### src/rtl/ghost_pkg.sv
// Shared types and constants for the ghost sprite controller.
package ghost_pkg;

   typedef enum logic [1:0] {
      IDLE = 2'd0,
      LOAD = 2'd1,
      RUN  = 2'd2
   } ghost_state_t;

   typedef enum logic {
      DIR_POS = 1'b0,
      DIR_NEG = 1'b1
   } dir_t;

   localparam int GHOST_H_SIZE = 128;
   localparam int GHOST_V_SIZE = 128;
   localparam int SCR_W        = 640;
   localparam int SCR_H        = 480;

endpackage

### src/rtl/ghost_bounce_axis.sv
// One axis of the sprite origin: bounces between 0 and MAX in STEP increments.
module bounce_axis #(
   parameter int MAX  = 512,
   parameter int STEP = 2,
   parameter int INIT = 0
) (
   input  logic        clk,
   input  logic        reset,
   input  logic        tick,
   output logic [10:0] pos
);
   import ghost_pkg::*;

   localparam logic [11:0] MAX_W  = 12'(MAX);
   localparam logic [11:0] STEP_W = 12'(STEP);

   logic [11:0] pos_q;
   dir_t        dir_q;

   // Clamp to the limit on the step that would reach or pass it, so the
   // position never leaves [0, MAX] and never wraps.
   always_ff @(posedge clk or posedge reset) begin
      if (reset) begin
         pos_q <= 12'(INIT);
         dir_q <= DIR_POS;
      end else if (tick) begin
         if (dir_q == DIR_POS) begin
            if (pos_q + STEP_W >= MAX_W) begin
               pos_q <= MAX_W;
               dir_q <= DIR_NEG;
            end else begin
               pos_q <= pos_q + STEP_W;
            end
         end else begin
            if (pos_q <= STEP_W) begin
               pos_q <= 12'd0;
               dir_q <= DIR_POS;
            end else begin
               pos_q <= pos_q - STEP_W;
            end
         end
      end
   end

   assign pos = pos_q[10:0];

endmodule

### src/rtl/ghost_ctrl.sv
// Ghost sprite controller: streams a bitmap into sprite RAM, then bounces the
// sprite origin around the visible screen once per frame.
module ghost_ctrl #(
   parameter int ADDR   = 14,
   parameter int CD     = 1,
   parameter int H_SIZE = 128,
   parameter int V_SIZE = 128,
   parameter int SCR_W  = 640,
   parameter int SCR_H  = 480,
   parameter int STEP   = 2,
   parameter int X_INIT = 0,
   parameter int Y_INIT = 0
) (
   input  logic            clk,
   input  logic            reset,
   input  logic            start,
   input  logic            src_valid,
   input  logic [CD-1:0]   src_data,
   output logic            src_ready,
   input  logic            frame_tick,
   input  logic            run_en,
   output logic            we,
   output logic [ADDR-1:0] addr_w,
   output logic [CD-1:0]   pixel_out,
   output logic [10:0]     x0,
   output logic [10:0]     y0,
   output logic            busy,
   output logic            done
);
   import ghost_pkg::*;

   // state | meaning
   // IDLE  | after reset, waiting for start
   // LOAD  | accepting pixels into sprite RAM
   // RUN   | sprite loaded, origin bounces on frame ticks

   localparam int X_MAX = SCR_W - H_SIZE;
   localparam int Y_MAX = SCR_H - V_SIZE;

   ghost_state_t    state;
   logic [ADDR-1:0] load_cnt;
   logic            motion_tick;

   assign src_ready = (state == LOAD);
   assign busy      = (state == LOAD);

   // A start in the same cycle as a frame tick wins; the origin holds.
   assign motion_tick = (state == RUN) && frame_tick && run_en && !start;

   always_ff @(posedge clk or posedge reset) begin
      if (reset) begin
         state     <= IDLE;
         load_cnt  <= '0;
         we        <= 1'b0;
         addr_w    <= '0;
         pixel_out <= '0;
         done      <= 1'b0;
      end else begin
         we   <= 1'b0;
         done <= 1'b0;
         case (state)
            IDLE: begin
               if (start) begin
                  state    <= LOAD;
                  load_cnt <= '0;
               end
            end
            LOAD: begin
               if (src_valid) begin
                  we        <= 1'b1;
                  addr_w    <= load_cnt;
                  pixel_out <= src_data;
                  load_cnt  <= load_cnt + 1'b1;
                  if (load_cnt == '1) begin
                     done  <= 1'b1;
                     state <= RUN;
                  end
               end
            end
            RUN: begin
               if (start) begin
                  state    <= LOAD;
                  load_cnt <= '0;
               end
            end
            default: state <= IDLE;
         endcase
      end
   end

   bounce_axis #(.MAX(X_MAX), .STEP(STEP), .INIT(X_INIT)) u_axis_x (
      .clk   (clk),
      .reset (reset),
      .tick  (motion_tick),
      .pos   (x0)
   );

   bounce_axis #(.MAX(Y_MAX), .STEP(STEP), .INIT(Y_INIT)) u_axis_y (
      .clk   (clk),
      .reset (reset),
      .tick  (motion_tick),
      .pos   (y0)
   );

endmodule
### config.mk
export PLATFORM = sky130hd
export DESIGN_NAME = ghost_ctrl
export DESIGN_NICKNAME = d
export VERILOG_FILES = /design/src/rtl/ghost_pkg.sv /design/src/rtl/ghost_bounce_axis.sv /design/src/rtl/ghost_ctrl.sv
export SDC_FILE = /design/constraint.sdc
export NUM_CORES = 1
export LEC_CHECK = 0
export CORE_MARGIN = 1
export CORE_UTILIZATION = 40
export DETAILED_ROUTE_END_ITERATION = 10
export PLACE_DENSITY = 0.58
export SLEW_MARGIN = 40
export SYNTH_ARGS = -nofsm -noshare
export SYNTH_HDL_FRONTEND = slang
export SYNTH_SLANG_ARGS = --single-unit
### constraint.sdc
create_clock -name clk -period 2.8 [get_ports clk]
set_clock_uncertainty 0.15 [all_clocks]
set_input_delay 0.28 -clock clk [delete_from_list [all_inputs] [get_ports clk]]
set_output_delay 0.28 -clock clk [all_outputs]
set_load 0.1 [all_outputs]
Word level (Yosys, flattened, before mapping)

Index checks and enable logic that the tools add are counted.

Flip-flop bits (word level): 59
Word-level logic and storage cells: 59
Output and inout port bits: 41

Order comparisons: 4
Equality and inequality tests: 6
Reductions and logical operators: 10
Muxes and demuxes: 24
Add/subtract/negate cells: 5

Operator list:

| kind                    | number |
|---|---|
| $mux W12                | 6 |
| $mux W14                | 2 |
| $pmux W14 S2            | 1 |
| $add A12 B2 Y12 const B | 2 |
| $le A12 B2 Y1 const B   | 2 |
| $sub A12 B2 Y12 const B | 2 |
| $add A14 B1 Y14 const B | 1 |
| $eq A14 B14 Y1 const B  | 1 |
| $ge A12 B10 Y1 const B  | 1 |
| $ge A12 B9 Y1 const B   | 1 |
| $mux W1                 | 11 |
| $mux W2                 | 3 |
| $reduce_and A3 Y1       | 2 |
| $ne A2 B1 Y1 const B    | 2 |
| $pmux W2 S2             | 1 |
| $logic_and A1 B1 Y1     | 3 |
| $eq A2 B1 Y1 const B    | 1 |
| $eq A2 B2 Y1 const B    | 1 |
| $logic_not A2 Y1        | 1 |
| $ne A2 B2 Y1 const B    | 1 |
| $reduce_and A2 Y1       | 1 |
| $reduce_bool A2 Y1      | 1 |
| $reduce_or A2 Y1        | 1 |
| $logic_not A1 Y1        | 1 |

Depth between registers and ports, before layout

Gate-level depths: netlist of the first run.

Depth in word-level cells: 4
Gate-level depth with buffers: 8
Depth with buffers taken out: 8

Hierarchy

Synthesis of the first run repeated with hierarchy kept, for this count alone.

Cells, all modules: 402
Area, all modules: 3733.6 µm²

By module, submodules not included:

| module                 | instances | cells an instance | area an instance (µm²) | sequential area each (µm²) |
|---|---|---|---|---|
| ghost_ctrl             | 1         | 130               | 1511.4                 | 825.8 |
| bounce_axis (u_axis_y) | 1         | 146               | 1154.9                 | 300.3 |
| bounce_axis (u_axis_x) | 1         | 126               | 1067.3                 | 300.3 |

Least setup slack after synthesis of the first run

OpenSTA, ideal clock, no wires.

Kind: register -> register
From: reg state[1]
To: reg load_cnt[9]
Cell stages (with the launch flop): 9
Path slack: 0.249 ns
Arrival time: 2.270 ns
Buffers on the path: 0
Path through: dfrtp_1 > and2b_1 > nand2_2 > inv_1 > nor2_1 > nor4b_4 > nand3_1 > xor2_1 > nor2_1

RTL lines:

| what                                                                | RTL line         | text |
|---|---|---|
| from (decl)                                                         | ghost_ctrl.sv:40 | `ghost_state_t state;` |
| from (signal assigned)                                              | ghost_ctrl.sv:52 | `state <= IDLE;` |
| from (signal assigned)                                              | ghost_ctrl.sv:64 | `state <= LOAD;` |
| from (signal assigned)                                              | ghost_ctrl.sv:76 | `state <= RUN;` |
| $eq A2 B1 Y1 (*)                                                    | n/a              |  |
| named net busy                                                      | ghost_ctrl.sv:27 | `output logic busy,` |
| $ne A2 B2 Y1 (no line) / $reduce_bool A2 Y1 (equally long branches) | n/a              |  |
| $reduce_and A3 Y1 (no line)                                         | n/a              |  |
| to (signal assigned)                                                | ghost_ctrl.sv:73 | `load_cnt <= load_cnt + 1'b1;` |
| to (decl)                                                           | ghost_ctrl.sv:41 | `logic [ADDR-1:0] load_cnt;` |

The timed path passes the listed nets; every way through them passes the cells marked *.
A chain may end at the register's enable or synchronous reset.

Final worst setup path of the first run

From: reg u_axis_y.pos_q[2]
To: reg u_axis_y.pos_q[3]

Longest elaborated chain between the ends: 4

RTL lines:

| what                   | RTL line                                         | text |
|---|---|---|
| from (decl)            | ghost_bounce_axis.sv:17                          | `logic [11:0] pos_q;` |
| from (signal assigned) | ghost_bounce_axis.sv:24                          | `pos_q <= 12'(INIT);` |
| from (signal assigned) | ghost_bounce_axis.sv:32                          | `pos_q <= pos_q + STEP_W;` |
| from (signal assigned) | ghost_bounce_axis.sv:39                          | `pos_q <= pos_q - STEP_W;` |
| $add A12 B2 Y12        | ghost_bounce_axis.sv:28, ghost_bounce_axis.sv:32 |  |
| $ge A12 B9 Y1          | ghost_bounce_axis.sv:28                          | `if (pos_q + STEP_W >= MAX_W) begin` |
| $mux W12               | ghost_bounce_axis.sv:28                          |  |
| $mux W12 (*)           | ghost_bounce_axis.sv:27                          | `if (dir_q == DIR_POS) begin` |

Every way passes the cells marked *; elsewhere a longest branch is shown, timed or not.

==> results of run 1 <==
[final cells by class]
class,instances,share of cell area [%]
timing repair buffer,54,11.0
inverter,14,1.33
multi-input combinational,287,43.3
tap,105,3.33
sequential,57,36.2
clock inverter,3,1.02
clock buffer,13,3.78
[sequential cells by signal, summed over array words and instances (netlist names), 2 cells and up]
| register | flops |
|---|---|
| addr_w | 14 |
| u_axis_y.pos_q | 11 |
| u_axis_x.pos_q | 11 |
| state | 2 |
| load_cnt | 14 |
[cell usage in the layout, fill, tap and decap left out, types with 4 or more instances in the layout]
master           netlist  layout
a21oi_1               17      17
a31oi_1                4       4
and3_1                 5       5
buf_4                 25      47
clkbuf_8               0      10
clkdlybuf4s50_1        0       6
dfrtp_1               57      57
ha_1                   7       7
inv_1                 14      13
nand2_1               69      69
nand3_1               17      17
nor2_1                34      34
nor3_1                18      18
nor4_1                 4       4
o21ai_0               27      27
o31ai_1                5       5
xnor2_1                6       6
xor2_1                 9       9
[metrics by stage]
step                total power [uW]  cell area (sq um)  utilization, %  instances
global route                    2220               3940            47.5        533
CTS                             2160               3940            47.5        533
detailed placement              1390               3750            45.2        517
finish                          2130               3940            47.5        533
global placement                1380               3750            45.2        517
floorplan                       1280               3480               -        405
[layer usage]
layer / vias up / share of wire, % / GRT usage [%]
li1: 1433 / - / -
met1: 1344 / 47 / 24.7
met3: 8 / 4.7 / 4.70
met5: - / 0 / 0
met2: 67 / 47 / 29.5
met4: 0 / 1.2 / 7.32
[critical path, cell delays in order (launching register included)]
cell and delay (ns):
dfrtp_1 0.47, inv_1 0.13, ha_1 0.19, o21bai_1 0.17, a41o_1 0.39, o211a_1 0.29
mux2_4 0.26, o32ai_1 0.22, o21a_1 0.15
[kinds of logic (layout without fill, tap and decap cells)]
logic type                 after synthesis  after routing
adders and majority gates                7              7
xor gates and xnor gates                15             15
other                                    1              2
muxes                                    3              3
AOI/OAI and AO/OA                       87             87
and+or+nand+nor                        173            173
buffers and inverters                   61             84
DFF                                     57             57
[power groups by stage]
| stage | Clock [uW] | Combinational (uW) | Sequential [uW] |
|---|---|---|---|
| after floorplan | 0 | 136 | 1150 |
| after global placement | 0 | 436 | 944 |
| after detailed placement | 0 | 441 | 945 |
| after CTS | 789 | 442 | 929 |
| after global routing | 821 | 462 | 938 |
| final | 765 | 436 | 929 |
[path summary, 6_finish.rpt]
check / slack [ns] / cells after the start / endpoint
max: 0.32 / 8 / u_axis_y.pos_q[3]
min: 0.18 / 3 / u_axis_x.pos_q[9]
max reg2reg: 0.32 / 8 / u_axis_y.pos_q[3]
min reg2reg: 0.32 / 2 / addr_w[3]
max in group asynchronous: 2.06 / 3 / u_axis_y.pos_q[3]
min in group clk: 0.32 / 2 / addr_w[3]
==> metrics.txt, run 1 <==
Gate Count Post-Synth 404; FF+latch area roughly 0.0014 sq mm; CP startpoint kind flop; global-route wire length before repair 13100 um; Post-Synth Adder-Cell Area 2.52%; die width 95.2 um; GP Congestion 0.880; hpwl dp 5250 um; Clock Tree Root clkbuf_8; wirelength, routed 7780 um; VDD IR max 254 uV; multiplexer share of the synthesized area under 10%; n_diodes 0; Synth Register Bits 57; DR WL/cell 14.6 um; P_sw roughly 700 uW; worst-path maximum fanout 14; Num CTS Buffers 9; status completed; Max Fclk 0.404 GHz; sequential-to-total area share from yosys stat roughly two fifths; vias per cell 5.35; combinational share of power 20.5%; Simple-Gate Fraction of Synth Area 24.0%; worst skew pair latency about 0.33 ns; Most used DFF post-synth dfrtp_1; post-synth top area share 41.1%; Post-CTS Hold Fix Bufs 0; DRT iter0 DRCs 96; most common cell in the netlist nand2_1; Sw Share 33.8%; Initial Util 41.8%; vias in the first global route about 2700; grt ovf 0; Mapped Area ~0.0035 sq mm; # fillers 819; setup ws final 0.323 ns; Post-synth EDFFs 0; Die ar. 0.00906 sq mm; antenna viol nets, final 0; RSZ-0062 raised after global routing no; period utilization 88.5%; final setup fails 0; H-tree depth 3; CP arrival 2.59 ns; ranking of synthesized cells by area dfrtp_1 41%, nand2_1 7.5%, buf_4 5.4%, o21ai_0 3.9%, nor2_1 3.7%; Post-synth ARST share 100%; vias 2852; Final Critical Period between 2 and 2.5 ns; CP Capture Type flop; maxcap violations 0; TritonCTS Sinks 57; Reg clk slew, reported paths 0.07 ns; I/O Buffers 45; nets@finish roughly 440; Pre-antenna DRT Iters 4; area leader, netlist dfrtp_1; # rows 33; drt drc 0; core area 0.00830 sq mm; post-synthesis xor/xnor area fraction 3.78%; Critical path origin u_axis_y.pos_q[2]; I/O Pins 48; TritonCTS clock tree done; largest net degree at the start of global routing 58; Worst EP required 2.92 ns; R2R Path Start u_axis_y.pos_q[2]; final setup TNS 0 ns; CTS resizes 0; GRT Resource Usage Total between 10% and 20%; Worst Setup Path Type reg2reg; worst hold margin 0.178 ns; Synth top cells by count 69 x nand2_1, 57 x dfrtp_1, 34 x nor2_1; Clock Power Share 35.9%; Avg Cell Area, Syn roughly 8.6 sq um; Yosys cell types 65; Static Leak 0.00184 uW; P_int ~1400 uW; Area Overhead vs Synth 13.5%; cell area power density 541 mW/mm^2; YS warnings 0; largest family of logic cells by synthesized area simple AND/OR/NAND/NOR gates; Hold WC Path Type in2async; Final Max Slew Viols 0; Final Hold Fails 0; Synth Area in Compound Gates 17.6%; Die Y 95.2 um; Post-CTS Setup Bufs 0; layout cells sized above 1 between 10% and 20%; pre-CTS WS 0.357 ns; sequential fraction of design power 43.6%; maximum buffer depth of the clock tree 2; initial antenna violation count 0; area occupied by multi-input gates 0.00171 sq mm
No activity file was read; power rests on OpenSTA's default activity.
==> run 2, diff against run 1 <==
SKIP_CTS_REPAIR_TIMING = 1   (was unset)
==> results of run 2 <==
No change in the layout: final DEF, timing and power equal those of run 1.
